File: src/rtl/joy_serializer.sv
// -----------------------------------------------------------------------------
// joy_serializer
//
// Purpose:
//   Serializes the control inputs of two players into a 24-bit frame for an
//   external receiver. The receiver strobes joy_load low to capture the
//   controls in parallel, then clocks the frame out bit 0 first on falling
//   edges of joy_clk. All receiver strobes and controls are asynchronous to
//   clk24 and are synchronized before use.
//
//   Frame order, bit 0 first:
//     joy1_n[8,6,5,4,3,2,1,0], joy2_n[8,6,5,4,3,2,1,0],
//     joy2_n[10,11,9,7],       joy1_n[10,11,9,7]
//
// Optional feature:
//   `define JOY_DEBOUNCE_EN  -> per-input debounce filter (DEBOUNCE_CYCLES
//                               consecutive differing samples before the
//                               filtered value follows the input).
//
// Parameters:
//   DEBOUNCE_CYCLES  stable-sample count for the debounce filter
//
// Ports:
//   clk24       in   1   sole clock, rising edge
//   reset       in   1   synchronous, active-high reset
//   joy1_n      in  12   player-1 controls, active-low, asynchronous
//   joy2_n      in  12   player-2 controls, active-low, asynchronous
//   joy_clk     in   1   serial shift clock from receiver, asynchronous
//   joy_load    in   1   active-low parallel-load strobe, asynchronous
//   joy_data    out  1   serial data, registered
//   bit_index   out  5   index of the bit on joy_data, 24 = idle
//   frame_done  out  1   one-cycle pulse when the last bit has been shifted
// -----------------------------------------------------------------------------
module joy_serializer #(
    parameter int unsigned DEBOUNCE_CYCLES = 24000
) (
    input  logic        clk24,
    input  logic        reset,
    input  logic [11:0] joy1_n,
    input  logic [11:0] joy2_n,
    input  logic        joy_clk,
    input  logic        joy_load,
    output logic        joy_data,
    output logic [4:0]  bit_index,
    output logic        frame_done
);

    localparam logic [4:0] IDX_IDLE = 5'd24;
    localparam logic [4:0] IDX_LAST = 5'd23;

    // Arrange both players' controls into the transmit order (bit 0 = LSB).
    function automatic logic [23:0] build_frame(input logic [11:0] j1,
                                                input logic [11:0] j2);
        build_frame = {j1[7], j1[9], j1[11], j1[10],
                       j2[7], j2[9], j2[11], j2[10],
                       j2[0], j2[1], j2[2], j2[3], j2[4], j2[5], j2[6], j2[8],
                       j1[0], j1[1], j1[2], j1[3], j1[4], j1[5], j1[6], j1[8]};
    endfunction

    // Strobe synchronizers: two flops for metastability, third for edge detect.
    logic        r_clk_s1, r_clk_s2, r_clk_s3;
    logic        r_load_s1, r_load_s2, r_load_s3;
    // Control-input synchronizers.
    logic [11:0] r_j1_s1, r_j1_s2;
    logic [11:0] r_j2_s1, r_j2_s2;
    // Shift engine.
    logic [23:0] r_shift;
    logic [4:0]  r_cnt;
    logic        r_done_pre;
    // Registered outputs.
    logic        r_data;
    logic [4:0]  r_index;
    logic        r_done;

    logic [11:0] w_j1_load;
    logic [11:0] w_j2_load;
    logic [23:0] w_frame;
    logic        w_clk_fall;
    logic        w_load_act;
    logic        w_shift;

    // Synchronize the receiver strobes and the raw control inputs.
    always_ff @(posedge clk24) begin
        if (reset) begin
            r_clk_s1  <= 1'b1;
            r_clk_s2  <= 1'b1;
            r_clk_s3  <= 1'b1;
            r_load_s1 <= 1'b1;
            r_load_s2 <= 1'b1;
            r_load_s3 <= 1'b1;
            r_j1_s1   <= 12'hFFF;
            r_j1_s2   <= 12'hFFF;
            r_j2_s1   <= 12'hFFF;
            r_j2_s2   <= 12'hFFF;
        end else begin
            r_clk_s1  <= joy_clk;
            r_clk_s2  <= r_clk_s1;
            r_clk_s3  <= r_clk_s2;
            r_load_s1 <= joy_load;
            r_load_s2 <= r_load_s1;
            r_load_s3 <= r_load_s2;
            r_j1_s1   <= joy1_n;
            r_j1_s2   <= r_j1_s1;
            r_j2_s1   <= joy2_n;
            r_j2_s2   <= r_j2_s1;
        end
    end

`ifdef JOY_DEBOUNCE_EN
    // Counter runs 0..DEBOUNCE_CYCLES-1; the filtered bit flips on the last one.
    localparam int unsigned CW = (DEBOUNCE_CYCLES > 1) ? $clog2(DEBOUNCE_CYCLES) : 1;
    localparam logic [CW-1:0] CNT_LAST = CW'(DEBOUNCE_CYCLES - 1);

    logic [23:0]   w_sync;
    logic [23:0]   r_db;
    logic [CW-1:0] r_db_cnt [24];

    assign w_sync = {r_j2_s2, r_j1_s2};

    // Per-input debounce: any sample matching the filtered value restarts the count.
    always_ff @(posedge clk24) begin
        if (reset) begin
            r_db <= 24'hFFFFFF;
            for (int i = 0; i < 24; i++) begin
                r_db_cnt[i] <= '0;
            end
        end else begin
            for (int i = 0; i < 24; i++) begin
                if (w_sync[i] != r_db[i]) begin
                    if (r_db_cnt[i] == CNT_LAST) begin
                        r_db[i]     <= w_sync[i];
                        r_db_cnt[i] <= '0;
                    end else begin
                        r_db_cnt[i] <= r_db_cnt[i] + CW'(1);
                    end
                end else begin
                    r_db_cnt[i] <= '0;
                end
            end
        end
    end

    assign w_j1_load = r_db[11:0];
    assign w_j2_load = r_db[23:12];
`else
    assign w_j1_load = r_j1_s2;
    assign w_j2_load = r_j2_s2;
`endif

    assign w_frame    = build_frame(w_j1_load, w_j2_load);
    assign w_clk_fall = r_clk_s3 & ~r_clk_s2;
    assign w_load_act = ~r_load_s2;
    // A falling edge is honoured only once load has been released for two
    // samples, so an edge that coincides with the tail of a load is dropped.
    assign w_shift    = w_clk_fall & r_load_s2 & r_load_s3 & (r_cnt < IDX_IDLE);

    // Shift engine: reset beats load, load beats shift.
    always_ff @(posedge clk24) begin
        if (reset) begin
            r_shift    <= 24'hFFFFFF;
            r_cnt      <= IDX_IDLE;
            r_done_pre <= 1'b0;
        end else if (w_load_act) begin
            r_shift    <= w_frame;
            r_cnt      <= 5'd0;
            r_done_pre <= 1'b0;
        end else if (w_shift) begin
            r_shift    <= {1'b1, r_shift[23:1]};
            r_cnt      <= r_cnt + 5'd1;
            r_done_pre <= (r_cnt == IDX_LAST);
        end else begin
            r_done_pre <= 1'b0;
        end
    end

    // Output stage: one register after the engine gives the four-cycle pin
    // latency and keeps joy_data, bit_index and frame_done aligned.
    always_ff @(posedge clk24) begin
        if (reset) begin
            r_data  <= 1'b1;
            r_index <= IDX_IDLE;
            r_done  <= 1'b0;
        end else begin
            r_data  <= (r_cnt == IDX_IDLE) ? 1'b1 : r_shift[0];
            r_index <= r_cnt;
            r_done  <= r_done_pre;
        end
    end

    assign joy_data   = r_data;
    assign bit_index  = r_index;
    assign frame_done = r_done;

endmodule

File: config.mk
export PLATFORM = sky130hd
export DESIGN_NAME = joy_serializer
export DESIGN_NICKNAME = d
export VERILOG_FILES = /design/src/rtl/joy_serializer.sv
export SDC_FILE = /design/constraint.sdc
export NUM_CORES = 1
export LEC_CHECK = 0
export ABC_AREA = 1
export CAP_MARGIN = 25
export CORE_MARGIN = 2
export CORE_UTILIZATION = 49
export CTS_BUF_LIST = sky130_fd_sc_hd__clkbuf_4 sky130_fd_sc_hd__clkbuf_8 sky130_fd_sc_hd__clkbuf_16
export DETAILED_ROUTE_END_ITERATION = 10
export PLACE_DENSITY_LB_ADDON = 0.2
export SYNTH_ARGS = -nofsm -noshare
export SYNTH_HDL_FRONTEND = slang
export SYNTH_SLANG_ARGS = --single-unit
File: constraint.sdc
create_clock -name clk24 -period 1.05 [get_ports clk24]
set_input_delay 0.1575 -clock clk24 [delete_from_list [all_inputs] [get_ports clk24]]
set_output_delay 0.1575 -clock clk24 [all_outputs]
set_load 0.02 [all_outputs]
==> qor.csv <==
stage;metric;value;unit
logic_synthesis;Post-synth top flop;dfxtp_1;
die;Die Y;82.14;microns
worst_hold_path;Worst Hold Class;in -> reg;
placed_design;Final GP Congestion;0.7788;
power;Pwr Total;6.429;mW
detailed_routing;Vias;2047;
logic_synthesis;ys async rst share;0;%
logic_synthesis;number of synthesized flops with an enable pin;0;
detailed_routing;First-pass DRT Iterations;4;
setup_path;Slowest-stage cell, CP;dfxtp_2;
logic_synthesis;top cells by area, synth;dfxtp_1 (61%), or2_2 (11%), nand3_1 (9.0%);
placed_design;PortBufs;34;
sta;final critical-path share of the clock period;96.34;%
clock_tree;H-tree levels;3;
detailed_routing;post-route ant nets;0;
sta;Final setup viols;0;
global_routing;gr usage total;15.40;%
final_layout;area of the multi-input gates;1056;sq um
setup_path;critical-path maximum fanout;16;
sta;minimum clock period;1.012;ns
logic_synthesis;Yosys cell types;21;
setup_path;Setup CP Type;reg -> reg;
sta;Slew Limit Fails;0;
die;Starting Density;50.53;%
setup_path;Worst Setup End Kind;register;
global_routing;vias in the first global route;1877;
logic_synthesis;Mapped Area;2992;sq um
placed_design;Post-DP HPWL;2893;microns
global_routing;first-pass GRT wire length;7941;microns
final_layout;FILL cells;512;
setup_path;WP depth;6;
sta;TNS Setup;0;ns
sta;unrepaired setup endpoints after global routing;yes;
power;power per cell area;1741;nW/um^2
detailed_routing;initial DRC count;115;
setup_path;CP top delay family;flip-flops;
sta;Clock Skews;0.01513;ns
detailed_routing;routed wire length;4671;microns
final_layout;post-layout net count;390;
setup_path;WP data arrival;1.29;ns
setup_path;sequence of cells on the critical path;nand2_2 -> inv_2 -> nand3_2 -> buf_6 -> nand2_1 -> a21boi_1;
final_layout;Post-Route Utilization;62.36;%
global_routing;largest net degree at the start of global routing;54;
logic_synthesis;Seq/Total Area, Yosys;60.90;%
sta;Max Freq;988.6;MHz
final_layout;sequential cell area;1836;sq um
clock_tree;Clock Latency Late Sink;0.35;ns
sta;Fin Hold WS;0.2150;ns
final_layout;Ant. Diodes;0;
logic_synthesis;syn nets;350;
clock_tree;CTS sink cnt;91;
clock_tree;CTS tree;yes;
die;Core Area;5921;sq um
clock_tree;postcts setup bufs;0;
logic_synthesis;Post-Synthesis Cells;320;
logic_synthesis;area leader, netlist;dfxtp_1;
global_routing;total gr overflow;0;
logic_synthesis;Synth top cells by count;dfxtp_1 (91), nand3_1 (54), or2_2 (53), nand2_1 (41), a21oi_1 (24);
detailed_routing;Residual DRC;0;
clock_tree;CTS root buf;clkbuf_8;
die;die area;6746;sq um
detailed_routing;detailed-route vias per instance;4.652;
sta;relative slew slack;87.29;%
setup_path;highest cell delay on the worst timing path;0.34;ns
worst_hold_path;hold depth;3;
sta;final hold vios;0;
clock_tree;clk buf depth;2;
die;Top Ports;35;
logic_synthesis;synth warn;0;
power;Lkg Pwr;1.559;nW
setup_path;Required @ worst endpoint;1.33;ns
final_layout;synth-to-layout area growth;23.42;%
setup_path;Worst Path Buf+Inv;2;
flow_run;number of max-cap violations;0;
die;DIE WIDTH;82.14;microns
logic_synthesis;most instantiated library cell after synthesis;dfxtp_1;
global_routing;antenna violations before repair;0;
logic_synthesis;Synth Area per Inst;9.349;sq um
sta;Worst-Margin Slew;0.1905;ns
logic_synthesis;number of synthesized register bits;91;
setup_path;Startpoint Class;register;
final_layout;layout cells sized above 1;30.41;%
clock_tree;Reg clk slew, reported paths;0.09;ns
clock_tree;TritonCTS Buffers;9;
setup_path;R2R cell count;6;
logic_synthesis;top cell type's share of synthesized area;60.90;%
power;maximum vdd drop;0.9546;mV
die;Site Rows;28;
detailed_routing;routed len/inst;10.62;microns
outcome;status;finished clean;
-- final timing paths --
| kind | start | end | slack [ns] |
|---|---|---|---|
| worst max-delay path | r_load_s3$_SDFF_PP1_ | r_cnt[2]$_SDFFE_PP0N_ | 0.04 |
| worst min-delay path | reset | bit_index[2]$_SDFF_PP0_ | 0.21 |
| worst max register to register | r_load_s3$_SDFF_PP1_ | r_cnt[2]$_SDFFE_PP0N_ | 0.04 |
| worst min register to register | r_j1_s1[11]$_SDFF_PP1_ | r_j1_s2[11]$_SDFF_PP1_ | 0.41 |
-- per-layer routing --
layer  vias up  track usage [%]  wire [microns]  share of wire, %
met5         -                0               0                 0
met4         0            9.000              73               1.6
met3         7            3.696             177               3.8
met2        41            24.88            2170                46
met1       897            18.74            2249                48
li1       1102                -               -                 -
-- cell type report --
class                      count  share of cell area, %
inverter                      13                  1.389
sequential                    91                  49.71
clock buffer                   9                  3.355
timing repair buffer          48                  12.40
clock inverter                 7                  1.999
tap                           75                  2.542
multi-input combinational    197                  28.60
-- registers in the layout, summed over array words and instances (netlist names) --
name / cells
joy_data: 1
r_load_s3: 1
frame_done: 1
r_j1_s2: 12
r_done_pre: 1
r_j1_s1: 12
r_load_s2: 1
r_cnt: 5
r_clk_s2: 1
r_shift: 24
r_clk_s1: 1
bit_index: 5
r_j2_s2: 12
r_load_s1: 1
r_clk_s3: 1
r_j2_s1: 12
-- kinds of logic after synthesis --
family	Yosys count	share of synthesized area, %
AND/OR/NAND/NOR	169	28.86
buffers and inverters	32	4.977
flip-flops	91	60.90
AO/OA/AOI/OAI	26	4.433
adder cells (fa/ha/maj)	2	0.8363
-- worst min-delay path, cell delays in order --
cell    delay, ns
buf_2        0.16
buf_12       0.16
nor2_1       0.05
-- what timing repair did --
item                       4_1_cts  5_1_grt
hold buffers                     0        0
resized for setup               34       18
setup endpoints to repair       31       30
-- report_power, final --
part | switching (mW) | internal (mW) | total [mW]
combinational | 0.200 | 0.265 | 0.465
clock | 1.18 | 1.11 | 2.29
sequential | 0.0631 | 3.61 | 3.67
total | 1.44 | 4.99 | 6.43
-- stage by stage --
step	cells	instance area, sq um	worst slack, ns
2_1_floorplan	320	2992	0.08042
3_3_place_gp	424	3463	0.01403
3_5_place_dp	424	3463	-0.05760
4_1_cts	440	3641	0.003549
5_1_grt	440	3692	-0.04491
6_report	440	3692	0.03843
-- cell usage in the layout, fill, tap and decap left out, types with 3 or more instances in the layout --
cell type / netlist / routed
a21oi_1: 24 / 24
buf_12: 0 / 3
buf_2: 8 / 8
buf_4: 1 / 8
clkbuf_8: 0 / 9
clkdlybuf4s50_1: 0 / 26
dfxtp_1: 91 / 84
dfxtp_2: 0 / 5
inv_1: 12 / 10
nand2_1: 41 / 39
nand3_1: 54 / 53
nand3_2: 2 / 3
nor2_1: 14 / 13
or2_2: 53 / 53
Note: power is estimated with default switching activity, not from simulation.
